**src/rtl/adder_sched_if.sv**
```systemverilog
// Handshake, response and adder-datapath signals of the two-requester adder scheduler.
// slave = scheduler side; master = requesters plus the adder datapath.
interface adder_sched_if #(
    parameter int unsigned DATA_W = 8
);
    logic              req0_valid_i;
    logic              req1_valid_i;
    logic              req0_ready_o;
    logic              req1_ready_o;
    logic [DATA_W-1:0] req0_a_i;
    logic [DATA_W-1:0] req0_b_i;
    logic [DATA_W-1:0] req1_a_i;
    logic [DATA_W-1:0] req1_b_i;
    logic              rsp0_valid_o;
    logic              rsp1_valid_o;
    logic [DATA_W-1:0] rsp_data_o;
    logic [DATA_W-1:0] dp_a_o;
    logic [DATA_W-1:0] dp_b_o;
    logic              dp_reset_o;
    logic [DATA_W-1:0] dp_x_i;
    logic              init_done_o;
    logic [15:0]       cnt0_o;
    logic [15:0]       cnt1_o;

    modport slave (
        input  req0_valid_i, req1_valid_i, req0_a_i, req0_b_i, req1_a_i, req1_b_i, dp_x_i,
        output req0_ready_o, req1_ready_o, rsp0_valid_o, rsp1_valid_o, rsp_data_o,
               dp_a_o, dp_b_o, dp_reset_o, init_done_o, cnt0_o, cnt1_o
    );

    modport master (
        output req0_valid_i, req1_valid_i, req0_a_i, req0_b_i, req1_a_i, req1_b_i, dp_x_i,
        input  req0_ready_o, req1_ready_o, rsp0_valid_o, rsp1_valid_o, rsp_data_o,
               dp_a_o, dp_b_o, dp_reset_o, init_done_o, cnt0_o, cnt1_o
    );
endinterface

```
**src/rtl/adder_sched.sv**
```systemverilog
// Round-robin scheduler feeding a registered adder; a tag pipeline steers each sum back
// to its requester. Also sequences the adder's post-reset hold and counts completions.
module adder_sched #(
    parameter int unsigned DATA_W  = 8,
    parameter int unsigned ADD_LAT = 1,
    parameter int unsigned RST_CYC = 10
) (
    input logic         clk_i,
    input logic         reset_ni,
    adder_sched_if.slave bus
);
    localparam int unsigned Depth = ADD_LAT + 1;
    localparam int unsigned CntW  = $clog2(RST_CYC + 1);

    typedef enum logic [0:0] {StInit, StRun} state_e;

    state_e            state_q;
    logic [CntW-1:0]   init_cnt_q;
    logic              dp_reset_q;
    logic              init_done_q;
    logic              ptr_q;
    logic [DATA_W-1:0] dp_a_q;
    logic [DATA_W-1:0] dp_b_q;
    logic [DATA_W-1:0] rsp_data_q;
    logic              rsp0_q;
    logic              rsp1_q;
    logic [15:0]       cnt0_q;
    logic [15:0]       cnt1_q;
    logic [Depth-1:0]  tag_vld_q;
    logic [Depth-1:0]  tag_id_q;
    logic              grant0;
    logic              grant1;

    // Pointer holds the last served requester; on a tie the other one wins.
    always_comb begin
        grant0 = init_done_q & bus.req0_valid_i & (~bus.req1_valid_i | ptr_q);
        grant1 = init_done_q & bus.req1_valid_i & (~bus.req0_valid_i | ~ptr_q);
    end

    always_ff @(posedge clk_i or negedge reset_ni) begin
        if (!reset_ni) begin
            state_q     <= StInit;
            init_cnt_q  <= '0;
            dp_reset_q  <= 1'b1;
            init_done_q <= 1'b0;
            ptr_q       <= 1'b1;
            dp_a_q      <= '0;
            dp_b_q      <= '0;
            rsp_data_q  <= '0;
            rsp0_q      <= 1'b0;
            rsp1_q      <= 1'b0;
            cnt0_q      <= '0;
            cnt1_q      <= '0;
            tag_vld_q   <= '0;
            tag_id_q    <= '0;
        end else begin
            unique case (state_q)
                StInit: begin
                    if (init_cnt_q == CntW'(RST_CYC - 1)) begin
                        state_q     <= StRun;
                        dp_reset_q  <= 1'b0;
                        init_done_q <= 1'b1;
                    end else begin
                        init_cnt_q <= init_cnt_q + 1'b1;
                    end
                end
                StRun: begin
                end
            endcase

            // Grant implies valid, so a grant is a transfer.
            if (grant0 | grant1) begin
                dp_a_q <= grant1 ? bus.req1_a_i : bus.req0_a_i;
                dp_b_q <= grant1 ? bus.req1_b_i : bus.req0_b_i;
                ptr_q  <= grant1;
            end

            tag_vld_q <= {tag_vld_q[Depth-2:0], grant0 | grant1};
            tag_id_q  <= {tag_id_q[Depth-2:0], grant1};

            rsp0_q <= 1'b0;
            rsp1_q <= 1'b0;
            if (tag_vld_q[Depth-1]) begin
                rsp_data_q <= bus.dp_x_i;
                if (tag_id_q[Depth-1]) begin
                    rsp1_q <= 1'b1;
                    if (cnt1_q != 16'hFFFF) cnt1_q <= cnt1_q + 16'd1;
                end else begin
                    rsp0_q <= 1'b1;
                    if (cnt0_q != 16'hFFFF) cnt0_q <= cnt0_q + 16'd1;
                end
            end
        end
    end

    assign bus.req0_ready_o = grant0;
    assign bus.req1_ready_o = grant1;
    assign bus.rsp0_valid_o = rsp0_q;
    assign bus.rsp1_valid_o = rsp1_q;
    assign bus.rsp_data_o   = rsp_data_q;
    assign bus.dp_a_o       = dp_a_q;
    assign bus.dp_b_o       = dp_b_q;
    assign bus.dp_reset_o   = dp_reset_q;
    assign bus.init_done_o  = init_done_q;
    assign bus.cnt0_o       = cnt0_q;
    assign bus.cnt1_o       = cnt1_q;
endmodule

```
**src/flat_wrapper.sv**
```systemverilog
// flat-port wrapper written by rule: the top's interface ports become plain ports
module adder_sched_flat 
#(
    parameter int unsigned DATA_W  = 8,
    parameter int unsigned ADD_LAT = 1,
    parameter int unsigned RST_CYC = 10
)
  (clk_i, reset_ni, bus_req0_valid_i, bus_req1_valid_i, bus_req0_a_i, bus_req0_b_i, bus_req1_a_i, bus_req1_b_i, bus_dp_x_i, bus_req0_ready_o, bus_req1_ready_o, bus_rsp0_valid_o, bus_rsp1_valid_o, bus_rsp_data_o, bus_dp_a_o, bus_dp_b_o, bus_dp_reset_o, bus_init_done_o, bus_cnt0_o, bus_cnt1_o);
  adder_sched_if #(.DATA_W(DATA_W)) bus_i ();
  input logic clk_i;
  input logic reset_ni;
  input wire logic [$bits(bus_i.req0_valid_i)-1:0] bus_req0_valid_i;
  input wire logic [$bits(bus_i.req1_valid_i)-1:0] bus_req1_valid_i;
  input wire logic [$bits(bus_i.req0_a_i)-1:0] bus_req0_a_i;
  input wire logic [$bits(bus_i.req0_b_i)-1:0] bus_req0_b_i;
  input wire logic [$bits(bus_i.req1_a_i)-1:0] bus_req1_a_i;
  input wire logic [$bits(bus_i.req1_b_i)-1:0] bus_req1_b_i;
  input wire logic [$bits(bus_i.dp_x_i)-1:0] bus_dp_x_i;
  output wire logic [$bits(bus_i.req0_ready_o)-1:0] bus_req0_ready_o;
  output wire logic [$bits(bus_i.req1_ready_o)-1:0] bus_req1_ready_o;
  output wire logic [$bits(bus_i.rsp0_valid_o)-1:0] bus_rsp0_valid_o;
  output wire logic [$bits(bus_i.rsp1_valid_o)-1:0] bus_rsp1_valid_o;
  output wire logic [$bits(bus_i.rsp_data_o)-1:0] bus_rsp_data_o;
  output wire logic [$bits(bus_i.dp_a_o)-1:0] bus_dp_a_o;
  output wire logic [$bits(bus_i.dp_b_o)-1:0] bus_dp_b_o;
  output wire logic [$bits(bus_i.dp_reset_o)-1:0] bus_dp_reset_o;
  output wire logic [$bits(bus_i.init_done_o)-1:0] bus_init_done_o;
  output wire logic [$bits(bus_i.cnt0_o)-1:0] bus_cnt0_o;
  output wire logic [$bits(bus_i.cnt1_o)-1:0] bus_cnt1_o;
  assign bus_i.req0_valid_i = bus_req0_valid_i;
  assign bus_i.req1_valid_i = bus_req1_valid_i;
  assign bus_i.req0_a_i = bus_req0_a_i;
  assign bus_i.req0_b_i = bus_req0_b_i;
  assign bus_i.req1_a_i = bus_req1_a_i;
  assign bus_i.req1_b_i = bus_req1_b_i;
  assign bus_i.dp_x_i = bus_dp_x_i;
  assign bus_req0_ready_o = bus_i.req0_ready_o;
  assign bus_req1_ready_o = bus_i.req1_ready_o;
  assign bus_rsp0_valid_o = bus_i.rsp0_valid_o;
  assign bus_rsp1_valid_o = bus_i.rsp1_valid_o;
  assign bus_rsp_data_o = bus_i.rsp_data_o;
  assign bus_dp_a_o = bus_i.dp_a_o;
  assign bus_dp_b_o = bus_i.dp_b_o;
  assign bus_dp_reset_o = bus_i.dp_reset_o;
  assign bus_init_done_o = bus_i.init_done_o;
  assign bus_cnt0_o = bus_i.cnt0_o;
  assign bus_cnt1_o = bus_i.cnt1_o;
  adder_sched #(.DATA_W(DATA_W), .ADD_LAT(ADD_LAT), .RST_CYC(RST_CYC)) u_core (.clk_i(clk_i), .reset_ni(reset_ni), .bus(bus_i));
endmodule
```
**config.mk**
```make
export PLATFORM = sky130hd
export DESIGN_NAME = adder_sched_flat
export DESIGN_NICKNAME = d
export VERILOG_FILES = /design/src/rtl/adder_sched_if.sv /design/src/rtl/adder_sched.sv /design/src/flat_wrapper.sv
export SDC_FILE = /design/constraint.sdc
export NUM_CORES = 1
export LEC_CHECK = 0
export ABC_AREA = 1
export CAP_MARGIN = 10
export CORE_ASPECT_RATIO = 1.75
export CORE_UTILIZATION = 43
export CTS_CLUSTER_DIAMETER = 50
export DETAILED_ROUTE_END_ITERATION = 6
export PLACE_DENSITY = 0.73
export SYNTH_ARGS = -nofsm -noshare
export SYNTH_HDL_FRONTEND = slang
export SYNTH_SLANG_ARGS = --single-unit
export TNS_END_PERCENT = 20
```
**constraint.sdc**
```tcl
create_clock -name clk_i -period 1.4 [get_ports clk_i]
set_input_delay 0.28 -clock clk_i [delete_from_list [all_inputs] [get_ports clk_i]]
set_output_delay 0.28 -clock clk_i [all_outputs]
set_load 0.03 [all_outputs]
```
==> reports/metrics.cfg <==
[routing]
wl_per_cell_um=14.3
routed_wl_um=9930
vias=3559
drtAntennaViolNets=0
drt_iter0_markers=203
firstDrtPassIters=4
drc=0
vias_per_cell=5.11

[timing]
hold_violations=0
slew_headroom=0.671
timing.final.crit_share=1.10
rsz0062_at_grt=yes
finalClockSkew_ns=0.00370
worst_pin_slew_ns=0.494
tns_ns=-0.260
fmax_mhz=649
finalMaxSlewViolations=0
finalSetupViolations=3
finalWorstSetupSlack_ns=-0.140
layout_min_cycle_time_ns=1.54

[worst_setup_path]
critPathSlowestCell=dfstp_2
crit_arrival_ns=1.26
critPathLaunchType=flop
path_cells=inv_2, a21oi_4, buf_6
crit_fanout=2
max_stage_delay_ns=0.55
critPathKind=reg -> out
crit_required_ns=1.12
path_delay_family=flip-flops
path_buf_inv=2
cp-end-kind=output pin

[floorplan]
io_pins=106
die_h_um=122
die_w_um=70.4
num_rows=43
die_area_um2=8560
start_util=0.445
core_area_um2=7910

[power_and_ir_drop]
ir_worst_vdd_uv=868
pwr-share-seq=0.356
power_frac_comb=0.274
p_per_area_nw_per_um2=1300
p_clk_frac=0.370
p_sw_mw=2.22
power.leakage_nw=2.64
internal-power_mw=4.89
finalPower_mw=7.11
p_sw_frac=0.312

[finish]
layout_commonest_cell=nand2_1
fillerInstances=645
drive_above_1_share=0.246
stdcell_area_um2=5480
diodes=0
area_delta_synth_final_pct=55.6
final_nets=649
fin_util=0.692
final_cell_mix=nand2_1, buf_4, dfrtp_1, clkdlybuf4s50_1, nor2_1
instances_no_fill=696

[clock_network]
cts.path.max_buffers=2
cts_tree=yes
h-tree-depth=3
cts_root_buf=clkbuf_16
cts_sinks=70
cts_buffers=9
clock_latency_ns=0.33
path_clk_slew_ns=0.05

[global_route]
busiest_layer=met2
first_global_vias=3413
antenna_found_initial=0
met2_usage=0.416
grt_max_degree=71
grt_use_met3=0.0380
grt_first_pass_wirelength_um=15600
track_usage=0.230
overflow=0
met1_usage=0.251

[synth]
ys_types=27
syn_nets=487
synth_edf_count=0
synthFlopType=dfrtp_1
ys_ff_latch=70
postSynthAreaPerCell_um2=8.01
synth_area_um2=3520
ys_seq_area_frac=0.499
netlist_instances=439
synth_warnings=0
ys_async_sr_fraction=1.00

[run]
drv_cap=0

[placed_design]
dpl_cell_area_um2=4930
placed_cells=666
port_buffers=105
hpwlAfterDp_um=6760
gp_congestion=0.832

[outcome]
status=finished, violations left
failed_checks=negative setup slack

[min_path]
min_path_type=reg -> reg

[synthesized netlist by cell type, types with 2 or more instances]
master	instances	area [µm²]
inv_2	2	7.51
nand3_1	32	160
inv_1	28	105
nand2_4	3	33.8
nor2_1	48	180
nor2_4	3	33.8
a21oi_1	18	90.1
buf_2	2	10.0
nand4_1	9	56.3
o21ai_0	14	70.1
buf_6	3	33.8
dfstp_2	2	52.6
ha_1	4	50.1
nand3b_1	10	75.1
xnor2_1	8	70.1
dfrtp_1	68	1700
xor2_1	6	52.6
nand3_2	3	30.0
o21ai_1	10	50.1
nand2_2	3	18.8
nand2_1	154	578
clkbuf_1	3	11.3
buf_4	2	15.0
[final cells by class]
cell class,count,area (µm²),area share
inverters,31,119,0.0217
flip-flops and latches,70,1760,0.322
repair buffers,157,1390,0.253
well taps,90,113,0.0206
multi-input cells,332,1750,0.319
clock inverters,6,109,0.0199
clock buffers,10,239,0.0436
[layer usage]
metal | vias up | routed length [µm]
li1 | 1729 | -
met1 | 1673 | 3810
met2 | 124 | 5370
met3 | 33 | 400
met4 | 0 | 349
met5 | - | 0
[registers in the layout (all words and copies together) (netlist names)]
signal                   flops
u_core.bus.cnt0_o           16
u_core.bus.cnt1_o           16
u_core.bus.dp_a_o            8
u_core.bus.dp_b_o            8
u_core.bus.rsp_data_o        8
u_core.init_cnt_q            4
u_core.tag_id_q              2
u_core.tag_vld_q             2
u_core.bus.dp_reset_o        1
u_core.bus.init_done_o       1
u_core.bus.rsp0_valid_o      1
u_core.bus.rsp1_valid_o      1
u_core.ptr_q                 1
u_core.state_q               1
[per-stage QoR]
| step | hold slack [ns] | worst slack [ns] |
|---|---|---|
| after floorplan | -0.0156 | -0.0748 |
| after global placement | 0.331 | -0.185 |
| after detailed placement | 0.336 | -0.243 |
| after CTS | 0.348 | -0.162 |
| after global routing | 0.371 | -0.177 |
| final | 0.347 | -0.140 |
[cells by family (layout without fill, tap and decap cells)]
kind of cell / after synthesis / after routing / share of synthesized area
AND/OR/NAND/NOR: 267 / 271 / 0.335
AO/OA/AOI/OAI: 43 / 43 / 0.0644
buffers and inverters: 41 / 204 / 0.0530
adder cells (fa/ha/maj): 4 / 4 / 0.0142
flip-flops: 70 / 70 / 0.499
XOR/XNOR: 14 / 14 / 0.0349
[final timing paths]
kind	startpoint	end	slack (ns)	cells after the start
max reg2reg	u_core.bus.cnt1_o[8]	u_core.bus.cnt1_o[15]	0	8
max in group asynchronous	reset_ni	u_core.bus.dp_reset_o	0.56	3
min in group asynchronous	reset_ni	u_core.bus.cnt0_o[5]	0.49	3
max	u_core.ptr_q	bus_req0_ready_o	-0.14	3
min	u_core.tag_id_q[0]	u_core.tag_id_q[1]	0.35	0
min reg2reg	u_core.tag_id_q[0]	u_core.tag_id_q[1]	0.35	0
[power by group through the flow]
stage,Combinational [mW],Clock (mW),Sequential [mW]
CTS,1.82,2.67,2.52
finish,1.95,2.63,2.53
global placement,1.81,0,2.54
global route,2.10,2.76,2.57
detailed placement,1.84,0,2.55
floorplan,0.562,0,2.98
[what timing repair did]
item | in CTS | in global routing
pin swaps | 1 | 10
hold endpoints to repair | 68 | 0
hold buffers | 1 | 0
setup buffers | 1 | 9
gates resized for setup | 66 | 48
endpoints found under the setup margin | 57 | 67
gates cloned | 0 | 4
No activity file was read; power rests on OpenSTA's default activity.
